$ cat config.mk
export PLATFORM = sky130hd
export DESIGN_NAME = fp_std_0
export DESIGN_NICKNAME = d
export VERILOG_FILES = /design/src/rtl/fp_pkg.sv /design/src/rtl/fp_align_shift.sv /design/src/rtl/fp_std_0.sv
export SDC_FILE = /design/constraint.sdc
export NUM_CORES = 1
export LEC_CHECK = 0
export CAP_MARGIN = 0
export CELL_PAD_IN_SITES_DETAIL_PLACEMENT = 1
export CELL_PAD_IN_SITES_GLOBAL_PLACEMENT = 1
export CORE_UTILIZATION = 38
export CTS_BUF_LIST = sky130_fd_sc_hd__clkbuf_16
export DETAILED_ROUTE_END_ITERATION = 16
export HOLD_SLACK_MARGIN = 0.03
export MAX_ROUTING_LAYER = met4
export PLACE_DENSITY = 0.89
export SLEW_MARGIN = 20
export SYNTH_ARGS = -nofsm -noshare
export SYNTH_HDL_FRONTEND = slang
export SYNTH_SLANG_ARGS = --single-unit
$ cat constraint.sdc
create_clock -name clk_i -period 7.42 [get_ports clk_i]
set_clock_uncertainty 0.15 [all_clocks]
set_input_delay 0.742 -clock clk_i [delete_from_list [all_inputs] [get_ports clk_i]]
set_output_delay 0.742 -clock clk_i [all_outputs]
set_load 0.005 [all_outputs]
$ cat src/rtl/fp_pkg.sv
// Shared constants, operation encodings and the packed 24-bit float type
// used by the fp_std add/sub/max/min pipe.
package fp_pkg;

  localparam int FP_EXP_W = 8;
  localparam int FP_MAN_W = 15;
  localparam int FP_BIAS  = 127;

  localparam logic [1:0] FP_OP_ADD = 2'b00;
  localparam logic [1:0] FP_OP_MAX = 2'b01;
  localparam logic [1:0] FP_OP_MIN = 2'b10;

  typedef struct packed {
    logic                sign;
    logic [FP_EXP_W-1:0] exp;
    logic [FP_MAN_W-1:0] frac;
  } fp24_t;

  // Stage-0 register bank contents handed to fp_std_1
  typedef struct packed {
    logic [3:0]          op;
    logic                max_sign;
    logic                min_sign;
    logic [FP_EXP_W-1:0] max_exp;
    logic [16:0]         add_man;
    logic [15:0]         sub_man;
    logic [23:0]         max_res;
    logic [23:0]         min_res;
    logic [23:0]         result;
  } fp_std_0_out_t;

  function automatic logic [FP_MAN_W:0] fp_man(input fp24_t v);
    return {(v.exp != {FP_EXP_W{1'b0}}), v.frac};
  endfunction

endpackage

$ cat src/rtl/fp_align_shift.sv
// Combinational 16-bit mantissa right shifter; shifts of 16 or more
// saturate to zero. Truncating, no guard/sticky bits.
module fp_align_shift (
  input  logic [15:0] man_i,
  input  logic [7:0]  shift_i,
  output logic [15:0] man_o
);

  // Saturating logical right shift
  always_comb begin
    man_o = 16'h0000;
    if (shift_i >= 8'd16) begin
      man_o = 16'h0000;
    end else begin
      man_o = man_i >> shift_i[3:0];
    end
  end

endmodule

$ cat src/rtl/fp_std_0.sv
// First stage of the 24-bit float add/sub/max/min pipe: unpack, magnitude
// order, align, raw sum/difference and signed max/min into a stallable register.
module fp_std_0
  import fp_pkg::*;
#(
  parameter int WIDTH = 24
) (
  input  logic             clk_i,
  input  logic             rst_i,
  input  logic             valid_i,
  input  logic             stall_i,
  input  logic [3:0]       op_i,
  input  logic [WIDTH-1:0] a_i,
  input  logic [WIDTH-1:0] b_i,
  output logic             valid_o,
  output logic [3:0]       op_o,
  output logic             max_sign_o,
  output logic             min_sign_o,
  output logic [7:0]       max_exponent_o,
  output logic [16:0]      add_result_mantissa_o,
  output logic [15:0]      sub_result_mantissa_o,
  output logic [WIDTH-1:0] max_result_o,
  output logic [WIDTH-1:0] min_result_o,
  output logic [WIDTH-1:0] result_o
);

  fp24_t         a_s, b_s, bn_s, max_op_s, min_op_s;
  logic          a_is_max_s;
  logic [7:0]    exp_diff_s;
  logic [15:0]   max_man_s, min_man_s, aligned_min_s;
  fp_std_0_out_t out_d, out_q;
  logic          valid_d, valid_q;

  assign a_s  = a_i;
  assign b_s  = b_i;

  // Unpack, magnitude ordering and signed max/min selection
  always_comb begin
    bn_s       = b_s;
    bn_s.sign  = b_s.sign ^ ((op_i[1:0] == FP_OP_ADD) & op_i[2]);
    a_is_max_s = ({a_s.exp, a_s.frac} >= {b_s.exp, b_s.frac});
    if (a_is_max_s) begin
      max_op_s = a_s;
      min_op_s = bn_s;
    end else begin
      max_op_s = bn_s;
      min_op_s = a_s;
    end
    max_man_s  = fp_man(max_op_s);
    min_man_s  = fp_man(min_op_s);
    exp_diff_s = max_op_s.exp - min_op_s.exp;

    out_d          = '{default: 1'b0};
    out_d.op       = op_i;
    out_d.max_sign = max_op_s.sign;
    out_d.min_sign = min_op_s.sign;
    out_d.max_exp  = max_op_s.exp;
    out_d.add_man  = {1'b0, max_man_s} + {1'b0, aligned_min_s};
    out_d.sub_man  = max_man_s - aligned_min_s;
    out_d.result   = a_s;
    // Raw (un-negated) b; both-negative case inverts the magnitude order
    if (a_s == b_s) begin
      out_d.max_res = a_s;
      out_d.min_res = a_s;
    end else if (a_s.sign != b_s.sign) begin
      out_d.max_res = a_s.sign ? b_s : a_s;
      out_d.min_res = a_s.sign ? a_s : b_s;
    end else if (!a_s.sign) begin
      out_d.max_res = a_is_max_s ? a_s : b_s;
      out_d.min_res = a_is_max_s ? b_s : a_s;
    end else begin
      out_d.max_res = a_is_max_s ? b_s : a_s;
      out_d.min_res = a_is_max_s ? a_s : b_s;
    end
    valid_d = valid_i;
  end

  fp_align_shift u_align (
    .man_i   (min_man_s),
    .shift_i (exp_diff_s),
    .man_o   (aligned_min_s)
  );

  // Pipeline register: reset wins over stall, stall holds everything
  always_ff @(posedge clk_i) begin
    if (rst_i) begin
      out_q   <= '{default: 1'b0};
      valid_q <= 1'b0;
    end else if (!stall_i) begin
      out_q   <= out_d;
      valid_q <= valid_d;
    end else begin
      out_q   <= out_q;
      valid_q <= valid_q;
    end
  end

  assign valid_o               = valid_q;
  assign op_o                  = out_q.op;
  assign max_sign_o            = out_q.max_sign;
  assign min_sign_o            = out_q.min_sign;
  assign max_exponent_o        = out_q.max_exp;
  assign add_result_mantissa_o = out_q.add_man;
  assign sub_result_mantissa_o = out_q.sub_man;
  assign max_result_o          = out_q.max_res;
  assign min_result_o          = out_q.min_res;
  assign result_o              = out_q.result;

endmodule

* Yosys cells after proc, flatten, opt, wreduce, memory -nomap -nowiden
Cells that the tools add are included.
** Storage, ports and cells
- Input port bits :: 56
- Word-level logic and storage cells :: 35
- Bits in registers :: 120
- Output and inout bits :: 120
** Operators by class
- Mux-type cells :: 12
- $lt $le $gt $ge :: 2
- Equal/unequal tests :: 2
- Shifts and indexed selects :: 1
- Bitwise logic cells :: 2
- $add $sub $neg :: 3
- Reductions and logical operators :: 3
** Operators by type and width (count)
- 2-to-1 mux 24 bit :: 8
- 2-to-1 mux 48 bit :: 3
- == test 24 bit :: 1
- >= comparator 23 bit :: 1
- adder 16 x 16 -> 17 bit :: 1
- 2-to-1 mux 16 bit :: 1
- nonzero test 8 bit :: 2
- >> shifter 16 x 4 -> 16 bit :: 1
- subtractor 16 bit :: 1
- >= comparator 8 x 5 -> 1 bit (second input constant) :: 1
- subtractor 8 bit :: 1
- zero test 2 bit :: 1
- AND 1 bit :: 1
- inequality test 1 bit :: 1
- XOR 1 bit :: 1

* Longest topological paths before layout
- Depth in word-level cells :: 8
- Mapped depth :: 28

* Cells and area by module
Synthesis repeated with hierarchy kept, for this count alone.
** Unflattened totals
- Cell total of the unflattened synthesis :: 1030
- Area, all modules :: 8409.3 um2
** Modules (own cells, without submodules)
- fp_std_0 :: instances 1, cells an instance 942, area an instance 7556.0 um2
- fp_align_shift :: instances 1, cells an instance 88, area an instance 853.3 um2

* Worst setup path after synthesis
OpenSTA, ideal clock, no wires.
- Kind :: input -> register
- From :: input port b_i[4]
- To :: register out_q, in the netlist add_result_mantissa_o[14]
- Library setup time :: 0.116 ns
- Cell stages on the path :: 27
- Slack :: 1.139 ns
- Arrival time :: 6.015 ns
- Required time :: 7.154 ns
- Cells stage by stage :: inv_1 -> ha_1 -> a211oi_2 -> nor2_1 -> o41ai_2 -> and4_4 -> buf_2 -> a22oi_1 -> ha_1 -> clkbuf_1 -> buf_1 -> mux2i_1 -> mux2i_1 -> nand2_1 -> a21boi_2 -> ha_1 -> fa_1 -> nand2b_1 -> a21oi_1 -> o21bai_1 -> a21oi_1 -> a221o_1 -> o41ai_1 -> o31a_1 -> xnor2_1 -> nand2_1 -> o211a_1
** On the way
- Longest elaborated chain between the ends :: 6
- Elaborated cells between the ends (all ways) :: 9
** RTL lines
- start: declaration :: RTL line fp_std_0.sv:14 : input logic [WIDTH-1:0] b_i,
- >= comparator 23 bit :: RTL line fp_std_0.sv:41 : a_is_max_s = ({a_s.exp, a_s.frac} >= {b_s.exp, b_s.frac});
- 2-to-1 mux 24 bit :: RTL line fp_std_0.sv:42 : if (a_is_max_s) begin
- subtractor 8 bit or nonzero test 8 bit (tied branches) :: RTL line fp_std_0.sv:51, fp_pkg.sv:33
- >= comparator 8 x 5 -> 1 bit or >> shifter 16 x 4 -> 16 bit (tied branches) :: RTL line fp_align_shift.sv:12, fp_align_shift.sv:15
- 2-to-1 mux 16 bit :: RTL line fp_align_shift.sv:12 : if (shift_i >= 8'd16) begin
- adder 16 x 16 -> 17 bit * :: RTL line fp_std_0.sv:58 : out_d.add_man = {1'b0, max_man_s} + {1'b0, aligned_min_s};
- end signal: assignment :: RTL line fp_std_0.sv:90 : out_q <= out_d;
- end signal: assignment :: RTL line fp_std_0.sv:93 : out_q <= out_q;
- end: declaration :: RTL line fp_std_0.sv:31 : fp_std_0_out_t out_d, out_q;
Mark *: on every way between the ends. The rest lies on a longest branch, timed or not.
A chain may end at the register's enable or synchronous reset.

* Final worst setup path
- From :: input port b_i[19]
- To :: register out_q, in the netlist sub_result_mantissa_o[15]
** On the way
- Longest elaborated chain between the ends :: 6
- Elaborated cells between the ends (all ways) :: 10
** RTL lines
- >= comparator 23 bit :: RTL line fp_std_0.sv:41
- 2-to-1 mux 24 bit :: RTL line fp_std_0.sv:42
- subtractor 8 bit or nonzero test 8 bit (tied branches) :: RTL line fp_std_0.sv:51, fp_pkg.sv:33
- >= comparator 8 x 5 -> 1 bit or >> shifter 16 x 4 -> 16 bit (tied branches) :: RTL line fp_align_shift.sv:12, fp_align_shift.sv:15
- 2-to-1 mux 16 bit :: RTL line fp_align_shift.sv:12
- subtractor 16 bit * :: RTL line fp_std_0.sv:59 : out_d.sub_man = max_man_s - aligned_min_s;
Marked as above.

==> impl_metrics.toml <==
[die]
core_um2 = 21800
die_w_um = 151
start_util_pct = 38.6
rows = 54
die_y_um = 151
die-area_um2 = 22700
io_pins = 176

[setup_path]
critPathRequiredTime_ns = 7.59
r2r_end = "sub_result_mantissa_o[15]$_SDFFE_PP0N_"
reg2regPathDepth = 3
rrSetupSlack_ns = 6.43
cp.arrival_ns = 7.22
cpMaxStageDelayCell = "clkdlybuf4s50_1"
r2r-start = "sub_result_mantissa_o[15]$_SDFFE_PP0N_"
cp-end-kind = "register"
crit_family = "compound AO/OA/AOI/OAI gates"
cp-start-kind = "input port"
path_class = "input port to register"
worstPathMaxFanout = 15
slowest_delay_ns = 0.60
cp_num_buf_inv = 2

[sta]
clock.fmax_ghz = 0.142
setup_slack_ns = 0.375
rsz0062_at_grt = "no"
finalHoldViolCount = 0
tightest_slew_ns = 0.959
period_minus_slack_ns = 7.05
fin_crit_sh_pct = 94.9
slew_headroom_pct = 36.1
setup_tns_ns = 0
setup_viol = 0
slew_viol_final = 0

[worst_hold_path]
hold_depth = 2
hold_path_class = "register to register"
hold_path.startpoint = "add_result_mantissa_o[11]$_SDFFE_PP0N_"
holdPathEnd = "add_result_mantissa_o[11]$_SDFFE_PP0N_"

[finish]
syn_to_final_growth_pct = 32.8
antennaDiodeCount = 0
fin_util_pct = 51.2
nNetsFinal = 1326
fillers = 2604
final_cells = 1502
drive_gt1_share_pct = 9.17

[grt]
grt_overflow = 0
grt_usage_pct = 26.1
grt_max_degree = 103
grt_pass1_vias = 8419
grt_pass1_wl_um = 44700
antenna_found_initial = 0

[placement]
dp_slack_ns = 0.103
portBuffers = 175
dp_hpwl_um = 21100
dp.cells = 1471
place.gp.congestion = 0.899

[outcome]
outcome = "completed"

[clocking]
clock_sinks = 119
clock_latency_ns = 0.43
clk_transition_reported_paths_ns = 0.06
clockBufferDepth = 2
clockRootBuffer = "clkbuf_16"
tritoncts = "yes"
numCtsBuffers = 17
htreeDepth = 4

[yosys]
synth_common_cells = "201 x nor2_1, 119 x dfxtp_1, 118 x a21oi_1"
synthTopCellsByArea = "dfxtp_1 28%, mux2i_1 11%, nor2_1 9.0%"
synth_largest_area_cell = "dfxtp_1"
synth.most_common_cell = "nor2_1"
async_flop_share_pct = 0
synth_top_cell_area_share_pct = 28.4
ys_ff_latch = 119
syn_area_per_cell_um2 = 8.02
ys_seq_area_share_pct = 28.4
synth_ff_type = "dfxtp_1"
synth_nets = 1162
synth-edff-count = 0
synthCells = 1046
synth.distinct_cells = 72
ys_warn_count = 0
syn_area_um2 = 8390

[detailed_routing]
wl_per_cell_um = 18.8
dr.pass1.iters = 5
drcViolationCount = 0
vias_per_cell = 5.50
vias = 8255
ant_nets = 0
drt_iter0_markers = 381
wl_um = 28200

[pwr]
vdd_drop_max_uv = 169
power.total_w = 0.00248
p_leak_nw = 4.70
power_density_nw_per_um2 = 222

[run]
cap_violations = 0
[power breakdown]
| part | total (W) | internal [W] | leakage [nW] | switching, W |
|---|---|---|---|---|
| Sequential | 0.000726 | 0.000695 | 0.982 | 0.0000302 |
| Clock | 0.000892 | 0.000584 | 0.305 | 0.000308 |
| Combinational | 0.000859 | 0.000397 | 3.42 | 0.000462 |
| Total | 0.00248 | 0.00168 | 4.70 | 0.000800 |
[cell usage in the layout (no fill, tap or decap), drive strengths merged, types with 13 or more instances in the layout]
master and instances:
clkbuf 17, nand2 64, o21ai 40, nand2b 13
nor2 202, mux2i 99, inv 45, ha 58
nand3 22, buf 48, dfxtp 119, clkdlybuf4s50 173
a211oi 13, mux4 15, xnor2 23, a21oi 119
[stage by stage]
stage | instance area [um^2] | hold WS, ns
global placement | 10500 | 0.300
detailed placement | 10500 | 0.310
floorplan | 8390 | 0.307
CTS | 11100 | 0.319
global route | 11100 | 0.339
finish | 11100 | 0.315
[layer usage]
layer  GRT usage, %  part of all wire (%)  wire length, um
met5              -                     0                0
met4           8.95                   2.2              616
met3           6.88                   5.7             1590
met2           40.8                    46            13100
met1           32.4                    46            12900
[worst min-delay path: stages, from the launching register on]
cell and delay [ns]:
dfxtp_1 0.31, nand2_1 0.06, a21oi_1 0.05
[sequential cells by signal (all words and copies together) (netlist names)]
signal,count
max_result_o,24
min_result_o,24
result_o,24
add_result_mantissa_o,17
sub_result_mantissa_o,15
max_exponent_o,8
op_o,4
max_sign_o,1
min_sign_o,1
valid_o,1
[area by class of cell]
cell class                      instances  area (um^2)  share of cell area (%)
Clock inverter                         14          190                    1.71
Timing Repair Buffer                  221         2100                    18.9
Sequential cell                       119         2380                    21.4
Inverter                               43          161                    1.45
Tap cell                              280          350                    3.14
Multi-Input combinational cell        808         5530                    49.6
Clock buffer                           17          425                    3.82
[worst max-delay path by stage]
| stage | from | endpoint | slack, ns | cells after the start |
|---|---|---|---|---|
| global placement | b_i[20] | sub_result_mantissa_o[15]$_SDFFE_PP0N_ | 0.31 | 25 |
| floorplan | b_i[4] | add_result_mantissa_o[14]$_SDFFE_PP0N_ | 1.14 | 27 |
| detailed placement | b_i[4] | sub_result_mantissa_o[15]$_SDFFE_PP0N_ | 0.10 | 25 |
| global route | b_i[20] | sub_result_mantissa_o[15]$_SDFFE_PP0N_ | 0.02 | 25 |
| CTS | b_i[4] | sub_result_mantissa_o[15]$_SDFFE_PP0N_ | 0.36 | 25 |
| finish | b_i[19] | sub_result_mantissa_o[15]$_SDFFE_PP0N_ | 0.37 | 25 |
[what timing repair did]
action,CTS,global route
buffers inserted,0,0
setup endpoints to repair,0,1
resized for setup,0,2
hold buffers,0,0
[logic make-up after synthesis]
logic type	after synthesis	synth area share (%)
and+or+nand+nor	375	20.6
AOI/OAI and AO/OA	230	16.5
buffers and inverters	119	6.14
DFF	119	28.4
muxes	117	16.4
adders and majority gates	60	9.12
xor gates and xnor gates	26	2.89
Power figures use the tool's default switching activity.
